--- src/rtl/debug_program_loader.sv ---
`default_nettype none
// ============================================================================
// Module      : debug_program_loader
// Description : Debug-unit program writer for the IF-stage instruction memory.
//               Packs UART bytes MSB-first into NB_DATA-bit words and writes
//               them at consecutive word addresses from 0 until the HALT word
//               has been written or the memory is full.
// Revision    : 1.0 - initial release
// ============================================================================
module debug_program_loader #(
    parameter int                  NB_DATA    = 32,
    parameter int                  NB_BYTE    = 8,
    parameter int                  N_ELEMENTS = 128,
    parameter int                  ADDR_WIDTH = $clog2(N_ELEMENTS),
    parameter logic [NB_DATA-1:0]  HALT_WORD  = {NB_DATA{1'b1}}
) (
    input  logic                  clock_i,
    input  logic                  reset_i,
    input  logic                  start_i,
    input  logic [NB_BYTE-1:0]    rx_data_i,
    input  logic                  rx_done_i,
    output logic [ADDR_WIDTH-1:0] wr_addr_o,
    output logic [NB_DATA-1:0]    instruction_o,
    output logic                  en_write_o,
    output logic                  busy_o,
    output logic                  load_done_o,
    output logic                  overflow_o,
    output logic [ADDR_WIDTH:0]   word_count_o
);

    localparam int N_BYTES = NB_DATA / NB_BYTE;
    localparam int CNT_W   = (N_BYTES > 1) ? $clog2(N_BYTES) : 1;

    localparam logic [CNT_W-1:0]      LAST_BYTE = CNT_W'(N_BYTES - 1);
    localparam logic [CNT_W-1:0]      ONE_BYTE  = CNT_W'(1);
    localparam logic [ADDR_WIDTH-1:0] LAST_ADDR = ADDR_WIDTH'(N_ELEMENTS - 1);

    localparam logic [1:0] ST_IDLE    = 2'd0;
    localparam logic [1:0] ST_RECEIVE = 2'd1;
    localparam logic [1:0] ST_WRITE   = 2'd2;
    localparam logic [1:0] ST_DONE    = 2'd3;

    logic [1:0]            state;
    logic [1:0]            state_next;
    logic [CNT_W-1:0]      byte_cnt;
    logic [NB_DATA-1:0]    shreg;
    logic [NB_DATA-1:0]    shifted;
    logic [ADDR_WIDTH-1:0] addr;
    logic [ADDR_WIDTH-1:0] wr_addr_q;
    logic [NB_DATA-1:0]    instr_q;
    logic [ADDR_WIDTH:0]   word_count_q;
    logic                  load_done_q;
    logic                  overflow_q;
    logic                  is_halt;
    logic                  at_last_addr;

    // Incoming byte enters at the bottom, so the first byte ends up in the MSBs.
    assign shifted      = {shreg[NB_DATA-NB_BYTE-1:0], rx_data_i};
    assign is_halt      = (instr_q == HALT_WORD);
    assign at_last_addr = (addr == LAST_ADDR);

    // State register.
    always_ff @(posedge clock_i) begin
        if (reset_i) begin
            state <= ST_IDLE;
        end else begin
            state <= state_next;
        end
    end

    // Next-state logic; start_i only matters when no load is in progress.
    always_comb begin
        state_next = state;
        case (state)
            ST_IDLE: begin
                if (start_i) state_next = ST_RECEIVE;
            end
            ST_RECEIVE: begin
                if (rx_done_i && (byte_cnt == LAST_BYTE)) state_next = ST_WRITE;
            end
            ST_WRITE: begin
                if (is_halt || at_last_addr) state_next = ST_DONE;
                else                         state_next = ST_RECEIVE;
            end
            ST_DONE: begin
                if (start_i) state_next = ST_RECEIVE;
            end
            default: state_next = ST_IDLE;
        endcase
    end

    // Outputs decoded from state: one write pulse per WRITE visit.
    always_comb begin
        en_write_o = (state == ST_WRITE);
        busy_o     = (state == ST_RECEIVE) || (state == ST_WRITE);
    end

    // Datapath: byte assembly, write-port registers, address and status flags.
    always_ff @(posedge clock_i) begin
        if (reset_i) begin
            byte_cnt     <= '0;
            shreg        <= '0;
            addr         <= '0;
            wr_addr_q    <= '0;
            instr_q      <= '0;
            word_count_q <= '0;
            load_done_q  <= 1'b0;
            overflow_q   <= 1'b0;
        end else begin
            case (state)
                ST_IDLE, ST_DONE: begin
                    if (start_i) begin
                        addr         <= '0;
                        byte_cnt     <= '0;
                        word_count_q <= '0;
                        load_done_q  <= 1'b0;
                        overflow_q   <= 1'b0;
                    end
                end
                ST_RECEIVE: begin
                    if (rx_done_i) begin
                        shreg <= shifted;
                        if (byte_cnt == LAST_BYTE) begin
                            // Latch the write port so it holds outside WRITE
                            // while the next word is already shifting in.
                            byte_cnt  <= '0;
                            instr_q   <= shifted;
                            wr_addr_q <= addr;
                        end else begin
                            byte_cnt <= byte_cnt + ONE_BYTE;
                        end
                    end
                end
                ST_WRITE: begin
                    word_count_q <= word_count_q + 1'b1;
                    if (is_halt) begin
                        load_done_q <= 1'b1;
                    end else if (at_last_addr) begin
                        // Memory full: address must not wrap.
                        load_done_q <= 1'b1;
                        overflow_q  <= 1'b1;
                    end else begin
                        addr <= addr + 1'b1;
                        // A byte arriving during WRITE starts the next word.
                        if (rx_done_i) begin
                            shreg    <= shifted;
                            byte_cnt <= ONE_BYTE;
                        end
                    end
                end
                default: ;
            endcase
        end
    end

    assign wr_addr_o     = wr_addr_q;
    assign instruction_o = instr_q;
    assign word_count_o  = word_count_q;
    assign load_done_o   = load_done_q;
    assign overflow_o    = overflow_q;

endmodule
`default_nettype wire

--- config.mk ---
export PLATFORM = sky130hd
export DESIGN_NAME = debug_program_loader
export DESIGN_NICKNAME = d
export VERILOG_FILES = /design/src/rtl/debug_program_loader.sv
export SDC_FILE = /design/constraint.sdc
export NUM_CORES = 1
export LEC_CHECK = 0
export ABC_AREA = 1
export CORE_MARGIN = 4
export CORE_UTILIZATION = 38
export CTS_BUF_LIST = sky130_fd_sc_hd__clkbuf_8 sky130_fd_sc_hd__clkbuf_16
export CTS_CLUSTER_DIAMETER = 50
export CTS_CLUSTER_SIZE = 14
export DETAILED_ROUTE_END_ITERATION = 10
export PLACE_DENSITY = 0.69
export SLEW_MARGIN = 20
export SYNTH_ARGS = -nofsm -noshare
export SYNTH_HDL_FRONTEND = slang
export SYNTH_SLANG_ARGS = --single-unit
--- constraint.sdc ---
create_clock -name clock_i -period 2.5 [get_ports clock_i]
set_clock_uncertainty 0.1 [all_clocks]
set_input_delay 0.25 -clock clock_i [delete_from_list [all_inputs] [get_ports clock_i]]
set_output_delay 0.25 -clock clock_i [all_outputs]
set_load 0.02 [all_outputs]
# ---- Yosys cells after proc, flatten, opt, wreduce, memory -nomap -nowiden
# Index checks and enable logic that the tools add are counted.
dict set report op_classes {
  eq_ne 14
  addsub 3
  muxes 27
  n_reduce_logical 15
}
# operator count
set op_table {}
lappend op_table {{two-way mux 32 bit} 3}
lappend op_table {{case mux 32 bit (2 select lines)} 1}
lappend op_table {{== test 32 bit, second input constant} 1}
lappend op_table {{two-way mux 7 bit} 3}
lappend op_table {{two-way mux 2 bit} 9}
lappend op_table {{case mux 8 bit (2 select lines)} 1}
lappend op_table {{case mux 7 bit (2 select lines)} 1}
lappend op_table {{case mux 2 bit (3 select lines)} 2}
lappend op_table {{inequality test 2 bit, second input constant} 5}
lappend op_table {{AND reduction 3 bit} 3}
lappend op_table {{adder 8 x 1 -> 8 bit, second input constant} 1}
lappend op_table {{two-way mux 8 bit} 1}
lappend op_table {{AND reduction 4 bit} 2}
lappend op_table {{adder 7 x 1 -> 7 bit, second input constant} 1}
lappend op_table {{== test 7 bit, second input constant} 1}
lappend op_table {{== test 2 bit, second input constant} 3}
lappend op_table {{AND reduction 5 bit} 1}
lappend op_table {{two-way mux 1 bit} 4}
lappend op_table {{inequality test 2 x 1 -> 1 bit, second input constant} 2}
lappend op_table {{case mux 1 bit (2 select lines)} 2}
lappend op_table {{AND reduction 2 bit} 2}
lappend op_table {{nonzero test 2 bit} 2}
lappend op_table {{inequality test 3 x 1 -> 1 bit, second input constant} 1}
lappend op_table {{adder 2 x 1 -> 2 bit, second input constant} 1}
lappend op_table {{5 further kinds} 6}
dict set report word_totals {
  reg_bits 92
  input_bits 12
  output_inout_bits 51
}

# ---- Longest topological paths before layout
# Gate-level depths: netlist of run 1.
dict set report depth {
  word_depth 4
  ltp_mapped 11
  ltp_nobuf 10
}

# ---- Worst setup path after synthesis of run 1
# Ideal clock, no wire load.
dict set report synth_path {
  path_kind {reg-to-reg}
  from {register state[0]}
  to {register word_count_q[6] (netlist: word_count_o[6])}
  arrival_time_ns 1.719
  path_slack_ns 0.566
  t_required_ns 2.285
  stages_incl_launch_ff 11
  path_buffers 0
  path_cell_list {dfxtp_1 -> inv_1 -> ha_1 -> inv_1 -> nor2_1 -> nor2_4 -> nand3_1 -> nor3_1 -> nand3_1 -> nand2_1 -> nor2_1}
}
dict set report synth_via {
  elab_chain_len 4
  word_cells_on_any_way 8
  classes_between {eq/ne (3); mux (1); reduce/logical (4)}
}
# item line
set synth_lines {}
lappend synth_lines {{from (decl)} 43} ;# logic [1:0] state;
lappend synth_lines {{from (signal assigned)} 67} ;# state <= state_next;
lappend synth_lines {{== test 2 bit / logical NOT 2 bit (equally long branches)} 110} ;# case (state)
lappend synth_lines {{OR reduction 2 bit (no source line)} -}
lappend synth_lines {{inequality test 2 x 1 -> 1 bit (no source line) / nonzero test 2 bit (equally long branches)} -}
lappend synth_lines {{AND reduction 2 bit (no source line)} -}
lappend synth_lines {{to (signal assigned)} 135} ;# word_count_q <= word_count_q + 1'b1;
lappend synth_lines {{to (decl)} 51} ;# logic [ADDR_WIDTH:0] word_count_q;
# Parallel ways exist; a longest one is shown, timed or not.
# A chain may end at the register's enable or synchronous reset.

# ---- Worst setup path after layout of run 1
dict set report layout_path {
  from {register state[0]}
  to {output port busy_o}
}
dict set report layout_via {
  elab_chain_len 2
  word_cells_on_any_way 3
  classes_between {eq/ne (2); reduce/logical (1)}
}
# item line
set layout_lines {}
lappend layout_lines {{== test 2 x 1 -> 1 bit / == test 2 bit (equally long branches)} 95} ;# busy_o = (state == ST_RECEIVE) || (state == ST_WRITE);
lappend layout_lines {{logical OR 1 bit (*)} 95}
lappend layout_lines {{to (decl)} 25} ;# output logic busy_o,
# Every way passes the cells marked *; elsewhere a longest branch is shown, timed or not.

==> results of run 1 <==
-- final cells by class --
| type | instances | area share, % |
|---|---|---|
| Sequential cell | 84 | 36.9 |
| Multi-Input combinational cell | 320 | 32.8 |
| Timing Repair Buffer | 67 | 15.3 |
| Inverter | 86 | 7.09 |
| Tap cell | 129 | 3.54 |
| Clock buffer | 9 | 2.72 |
| Clock inverter | 7 | 1.65 |
-- critical path: cells and delay by family, from the launching register on --
kind	cells	cell delay [ns]
buffers and inverters	3	0.77
DFF	1	0.39
adders and majority gates	1	0.33
-- flip-flops by register name (all words and copies together), names as in the netlist --
name / flops
byte_cnt: 2
instruction_o: 32
overflow_o: 1
load_done_o: 1
word_count_o: 8
wr_addr_o: 7
shreg: 24
state: 2
addr: 7
-- per-stage QoR --
stage | hold WS [ns] | instance area (µm²) | worst slack (ns) | util, % | power, mW
global route | 0.358 | 4550 | 0.212 | 49.3 | 4.03
detailed placement | 0.337 | 4350 | 0.435 | 47.1 | 2.77
finish | 0.346 | 4550 | 0.308 | 49.3 | 3.74
global placement | 0.336 | 4350 | 0.466 | 47.1 | 2.75
floorplan | 0.285 | 3610 | 0.566 | - | 2.51
CTS | 0.349 | 4550 | 0.292 | 49.3 | 3.77
-- per-layer routing --
layer / vias to the layer above / wire (µm) / global-route usage [%]
li1: 1707 / - / -
met1: 1411 / 4050 / 21.0
met2: 59 / 3540 / 22.8
met3: 12 / 397 / 4.35
met4: 0 / 127 / 5.44
met5: - / 0 / 0
-- placed cells by master, fill, tap and decap left out --
cell type	Yosys	routed
nand2_1	96	96
inv_1	85	85
dfxtp_1	84	84
nor2_1	74	74
clkdlybuf4s50_1	0	62
a21oi_1	59	59
o21ai_0	41	41
nand3_1	12	11
nand4_1	11	11
clkbuf_8	0	9
ha_1	6	6
nor3_1	5	5
nand3_2	2	3
nor2_2	3	3
buf_12	0	3
nor3b_1	2	2
clkinv_2	0	2
clkinvlp_4	0	2
buf_4	0	2
inv_2	1	1
nand2_2	1	1
nor2_4	1	1
o21ai_1	1	1
and3_1	1	1
a211oi_1	1	1
xnor2_1	1	1
nand3b_1	1	1
o21bai_1	1	1
a31oi_1	1	1
bufinv_16	0	1
inv_6	0	1
inv_8	0	1
-- final timing paths --
check,from,to,slack [ns],cells past startpoint
worst max register to register,addr[0],shreg[2],0.43,11
worst min register to register,wr_addr_o[3],wr_addr_o[3],0.35,2
worst max-delay path,state[0],busy_o,0.31,4
worst min-delay path,wr_addr_o[3],wr_addr_o[3],0.35,2
-- kinds of logic after synthesis --
logic type      count (synthesis)  share of synthesized area [%]
fa+ha+maj                       6                           2.08
flops                          84                           46.6
buf+inv                       110                           12.2
xor+xnor                        1                          0.243
compound gates                104                           14.6
simple gates                  209                           24.3
-- where the power goes --
group | switching (mW) | internal, mW
Sequential | 0.125 | 1.50
Combinational | 0.729 | 0.396
Clock | 0.514 | 0.468
Total | 1.37 | 2.37
==> run summary, run 1 <==
Status -> complete, no violations
DR WL/cell -> 11.6 µm
Initial antenna violation count -> 0
Post-Syn Area per Cell -> 7.02 µm²
Final #Nets -> 586
Slowest cell delay on critical path -> 0.62 ns
Total global-route track usage -> 15.3%
Post-synth top area cell -> dfxtp_1
Sequential cell area -> 1680 µm²
Yosys warns -> 0
Crit path kind -> reg -> out
Placeable Area -> 9240 µm²
TritonCTS clock tree -> built
WP data required -> 2.15 ns
Number of clock sinks -> 84
Synth area leaders -> dfxtp_1 (47%), nand2_1 (10%), inv_1 (8.8%), a21oi_1 (8.2%), nor2_1 (7.7%)
Final setup TNS -> 0 ns
Worst EP arrival -> 1.84 ns
Least-Margin Pin Slew -> 0.479 ns
Setup Fix Bufs, Post-CTS -> 0
RSZ-0062 raised after global routing -> no
Synth unique cells -> 27
Syn_nets -> 532
PwrDens -> 821 nW/µm²
Max Cap Viol -> 0
Input/output buffers -> 62
Antenna cell count -> 0
Number of flops mapped to enable cells by yosys -> 0
Die Area -> 11,100 µm²
First-pass GRT wire length -> 13.9 mm
CTS Root Cell -> clkbuf_8
CTS resizes -> 0
Clk pin slew, worst setup/hold paths -> 0.08 ns
Htree depth -> 3
Hold Path Class -> reg -> reg
Commonest cells post-synth -> nand2_1 (96), inv_1 (85), dfxtp_1 (84), nor2_1 (74), a21oi_1 (59)
P_leak -> 1.81 nW
Vias/cell -> 4.54
Share of cells above drive strength 1 -> 5.24%
Grt total ovfl -> 0
Setup violations, final -> 0
CP Launch Type -> register
Die W -> 105 µm
Min cycle time layout -> 2.19 ns
CTS Buf Count -> 9
Initial DRC Count -> 201
# IOs -> 63
Slew Limit Fails -> 0
GP Congestion -> 0.820
# fillers -> 903
Fraction of registers with async set/reset -> 0%
Crit-path max FO -> 4
Worst vdd ir -> 0.376 mV
CTS max path bufs -> 2
Most frequent cell after synthesis -> nand2_1
Fmax achieved -> 0.456 GHz
Slowest cell on the critical path -> clkdlybuf4s50_1
Post-DP HPWL -> 5.60 mm
Final hold violations -> 0
Slew headroom -> 68.0%
Vias in the first global route -> 2,991
#FFs+latches synth -> 84
Top cell type's share of synthesized area -> 46.6%
CP dominant cell by count -> inv_1
Crit end category -> output port
Total wire length -> 8.11 mm
DRC -> 0
Area grow syn2layout -> 26.1%
Post-route ant nets -> 0
Row count -> 35
Dpl cells -> 686
Main synth FF type -> dfxtp_1
Seq/Total Area, Yosys -> 46.6%
Die H -> 105 µm
Post-CTS Hold Buffers -> 0
Routed via count -> 3,189
Drt first pass iters -> 4
Fin crit share -> 87.7%
Finished Layout Cells -> 702
Largest net degree at the start of global routing -> 67
Footprint of the multi-input gates -> 1490 µm²
Syn Std Cell Area -> 3610 µm²
Starting Density -> 39.1%
Clk_lat worst skew -> 0.36 ns
Post-Synthesis Cells -> 514
CP Cell Sequence -> inv_1 > ha_1 > inv_1 > clkdlybuf4s50_1
No activity file was read; power rests on OpenSTA's default activity.
==> run 2, diff against run 1 <==
--- a/config.mk
+++ b/config.mk
@@ -13,5 +13,5 @@
 export CTS_CLUSTER_SIZE = 14
 export DETAILED_ROUTE_END_ITERATION = 10
-export PLACE_DENSITY = 0.69
+export PLACE_DENSITY = 0.71
 export SLEW_MARGIN = 20
 export SYNTH_ARGS = -nofsm -noshare
==> constraint.sdc (replaced) <==
create_clock -name clock_i -period 1.94 [get_ports clock_i]
set_clock_uncertainty 0.1 [all_clocks]
set_input_delay 0.194 -clock clock_i [delete_from_list [all_inputs] [get_ports clock_i]]
set_output_delay 0.194 -clock clock_i [all_outputs]
set_load 0.005 [all_outputs]
==> run 2 against run 1 <==
Compared with the run above: hold slack hardly changed; wire length grew 2.8%; sequential share of layout area is 1.2 points lower; sequential power up 29%; global-route usage grew 0.26 points; clock-buffer cell count unchanged; clock power is 44% higher; combinational power grew 41%; total power rose by 37%; flip-flop and latch count stayed put; die area unchanged; critical path type is now reg -> reg; critical endpoint is now shreg[21]; largest cell class unchanged; highest routed layer unchanged.
==> run summary, run 2 (synthesis results as in run 1) <==
Crit end category -> register (was output port)
Worst Reg-to-Reg Cells -> 11 (unchanged)
Worst EP arrival -> 1.96 ns (was 1.84 ns)
Number of clock sinks -> 84 (unchanged)
CP Cell Sequence -> ha_2 > nand3_2 > nor2_2 > nand2_1 > nor2_4 > nand2_4 > nand3_4 > buf_12 > nand2_1 > nand2_1 > nor2_1 (was inv_1 > ha_1 > inv_1 > clkdlybuf4s50_1)
Routed via count -> 3,311 (was 3,189)
Final #Nets -> 594 (was 586)
Pre-CTS setup slack -> 0.000221 ns (was 0.435 ns)
Antenna cell count -> 0 (unchanged)
CTS Buf Count -> 9 (unchanged)
Hold path depth -> 2 (unchanged)
P_leak -> 1.90 nW (was 1.81 nW)
Initial antenna violation count -> 0 (unchanged)
Total global-route track usage -> 15.5% (was 15.3%)
Crit path kind -> reg -> reg (was reg -> out)
Die Area -> 11,100 µm² (unchanged)
Pwr Total -> 5.10 mW (was 3.74 mW)
First-pass GRT wire length -> 14.2 mm (was 13.9 mm)
Post-route ant nets -> 0 (unchanged)
Max Cap Viol -> 0 (unchanged)
Largest net degree at the start of global routing -> 79 (was 67)
Clk_lat worst skew -> 0.36 ns (about the same)
Post-DP Area -> 4430 µm² (was 4350 µm²)
Final worst slack -> 0.143 ns (was 0.308 ns)
# fillers -> 908 (was 903)
Placeable Area -> 9240 µm² (unchanged)
Final setup TNS -> 0 ns (unchanged)
WP data required -> 2.10 ns (was 2.15 ns)
Commonest cells after routing, fill and taps aside -> nand2_1 (96), inv_1 (85), dfxtp_1 (82), nor2_1 (73), clkdlybuf4s50_1 (61) (was nand2_1 (96), inv_1 (85), dfxtp_1 (84), nor2_1 (74), clkdlybuf4s50_1 (62))
Min cycle time layout -> 1.80 ns
TritonCTS clock tree -> built (unchanged)
Drt first pass iters -> 4 (unchanged)
Max reg flops -> 32 (unchanged)
Least-Margin Pin Slew -> 0.293 ns (was 0.479 ns)
CP dominant cell by count -> nand2_1 (was inv_1)
CTS max path bufs -> 2 (unchanged)
Die W -> 105 µm (unchanged)
Starting Density -> 39.1% (unchanged)
Hold Path Class -> reg -> reg (unchanged)
Die H -> 105 µm (unchanged)
Initial DRC Count -> 171 (was 201)
Fin crit share -> 92.6%
CP Launch Type -> register (unchanged)
Htree depth -> 3 (unchanged)
Share of cells above drive strength 1 -> 8.09% (was 5.24%)
Slew headroom -> 80.5% (was 68.0%)
Grt total ovfl -> 0 (unchanged)
# IOs -> 63 (unchanged)
Slowest cell delay on critical path -> 0.36 ns (was 0.62 ns)
Most common cell after layout, fill and taps aside -> nand2_1 (unchanged)
Final instance area -> 4720 µm² (was 4550 µm²)
Post-DP HPWL -> 5.77 mm (was 5.60 mm)
Total wire length -> 8.33 mm (was 8.11 mm)
Input/output buffers -> 62 (unchanged)
GP Congestion -> 0.815 (was 0.820)
Clk pin slew, worst setup/hold paths -> 0.09 ns (was 0.08 ns)
Vias in the first global route -> 3,118 (was 2,991)
DRC -> 0 (unchanged)
Worst vdd ir -> 0.433 mV (was 0.376 mV)
Crit-path max FO -> 28 (was 4)
Slew Limit Fails -> 0 (unchanged)
Slowest cell on the critical path -> dfxtp_2 (was clkdlybuf4s50_1)
PwrDens -> 1080 nW/µm² (was 821 nW/µm²)
DR WL/cell -> 11.7 µm (was 11.6 µm)
Fmax achieved -> 0.556 GHz
Status -> complete, no violations (unchanged)
Final hold violations -> 0 (unchanged)
Setup violations, final -> 0 (unchanged)
CTS Root Cell -> clkbuf_8 (unchanged)
Area grow syn2layout -> 30.6% (was 26.1%)
Vias/cell -> 4.66 (was 4.54)
Row count -> 35 (unchanged)
-- run 2: cell types whose count changed in the layout (fill, tap and decap cells not counted), moves of 2 or more --
| cell | previous run | this run |
|---|---|---|
| clkinv_2 | 2 | 0 |
| nor3_1 | 5 | 3 |
| buf_4 | 2 | 9 |
| dfxtp_1 | 84 | 82 |
| ha_1 | 6 | 4 |
| nor3_2 | 0 | 2 |
| clkinvlp_4 | 2 | 0 |
| inv_6 | 1 | 4 |
-- run 2: layout make-up --
class	count	area [µm²]	area share (%)
clock buffer	9	124	2.63
timing repair buffer	75	771	16.3
clock inverter	7	104	2.20
sequential	84	1690	35.8
inverter	86	323	6.85
multi-input combinational	320	1550	32.8
tap	129	161	3.42
-- run 2: metal layers --
| metal | vias up | part of all wire (%) | track usage (%) |
|---|---|---|---|
| li1 | 1723 | - | - |
| met1 | 1495 | 47 | 19.8 |
| met2 | 79 | 46 | 24.5 |
| met3 | 14 | 5.6 | 4.65 |
| met4 | 0 | 2.0 | 6.37 |
| met5 | - | 0 | 0 |
-- run 2: final timing paths --
kind                     start           end  slack, ns
setup / recovery       addr[1]     shreg[21]       0.14
hold / removal    wr_addr_o[6]  wr_addr_o[6]       0.35
setup reg to reg       addr[1]     shreg[21]       0.14
hold reg to reg   wr_addr_o[6]  wr_addr_o[6]       0.35
-- run 2: worst max-delay path, delay by kind of cell, from the launching register on --
kind	cells	cell delay (ns)
adders and majority gates	1	0.20
and+or+nand+nor	9	0.86
DFF	1	0.36
buffers and inverters	1	0.17
-- run 2: timing repair --
action                                 in CTS  in global routing
endpoints found under the hold margin       0                  0
buffers inserted                            0                  0
hold buffers                                0                  0
gates resized for setup                     2                 12
setup endpoints to repair                   2                 35
-- run 2: power breakdown --
part / leakage, nW / internal [mW] / switching, mW / total [mW]
logic: 1.10 / 0.646 / 0.945 / 1.59
registers: 0.682 / 1.94 / 0.152 / 2.10
clock network: 0.115 / 0.745 / 0.669 / 1.41
total: 1.90 / 3.33 / 1.77 / 5.10
-- run 2: metrics by stage --
| step | std cells | hold WS (ns) | util, % |
|---|---|---|---|
| 6_report | 710 | 0.346 | 51.0 |
| 5_1_grt | 710 | 0.340 | 51.0 |
| 4_1_cts | 710 | 0.335 | 50.5 |
| 3_5_place_dp | 694 | 0.336 | 47.9 |
| 3_3_place_gp | 694 | 0.330 | 47.9 |
| 2_1_floorplan | 514 | 0.229 | - |
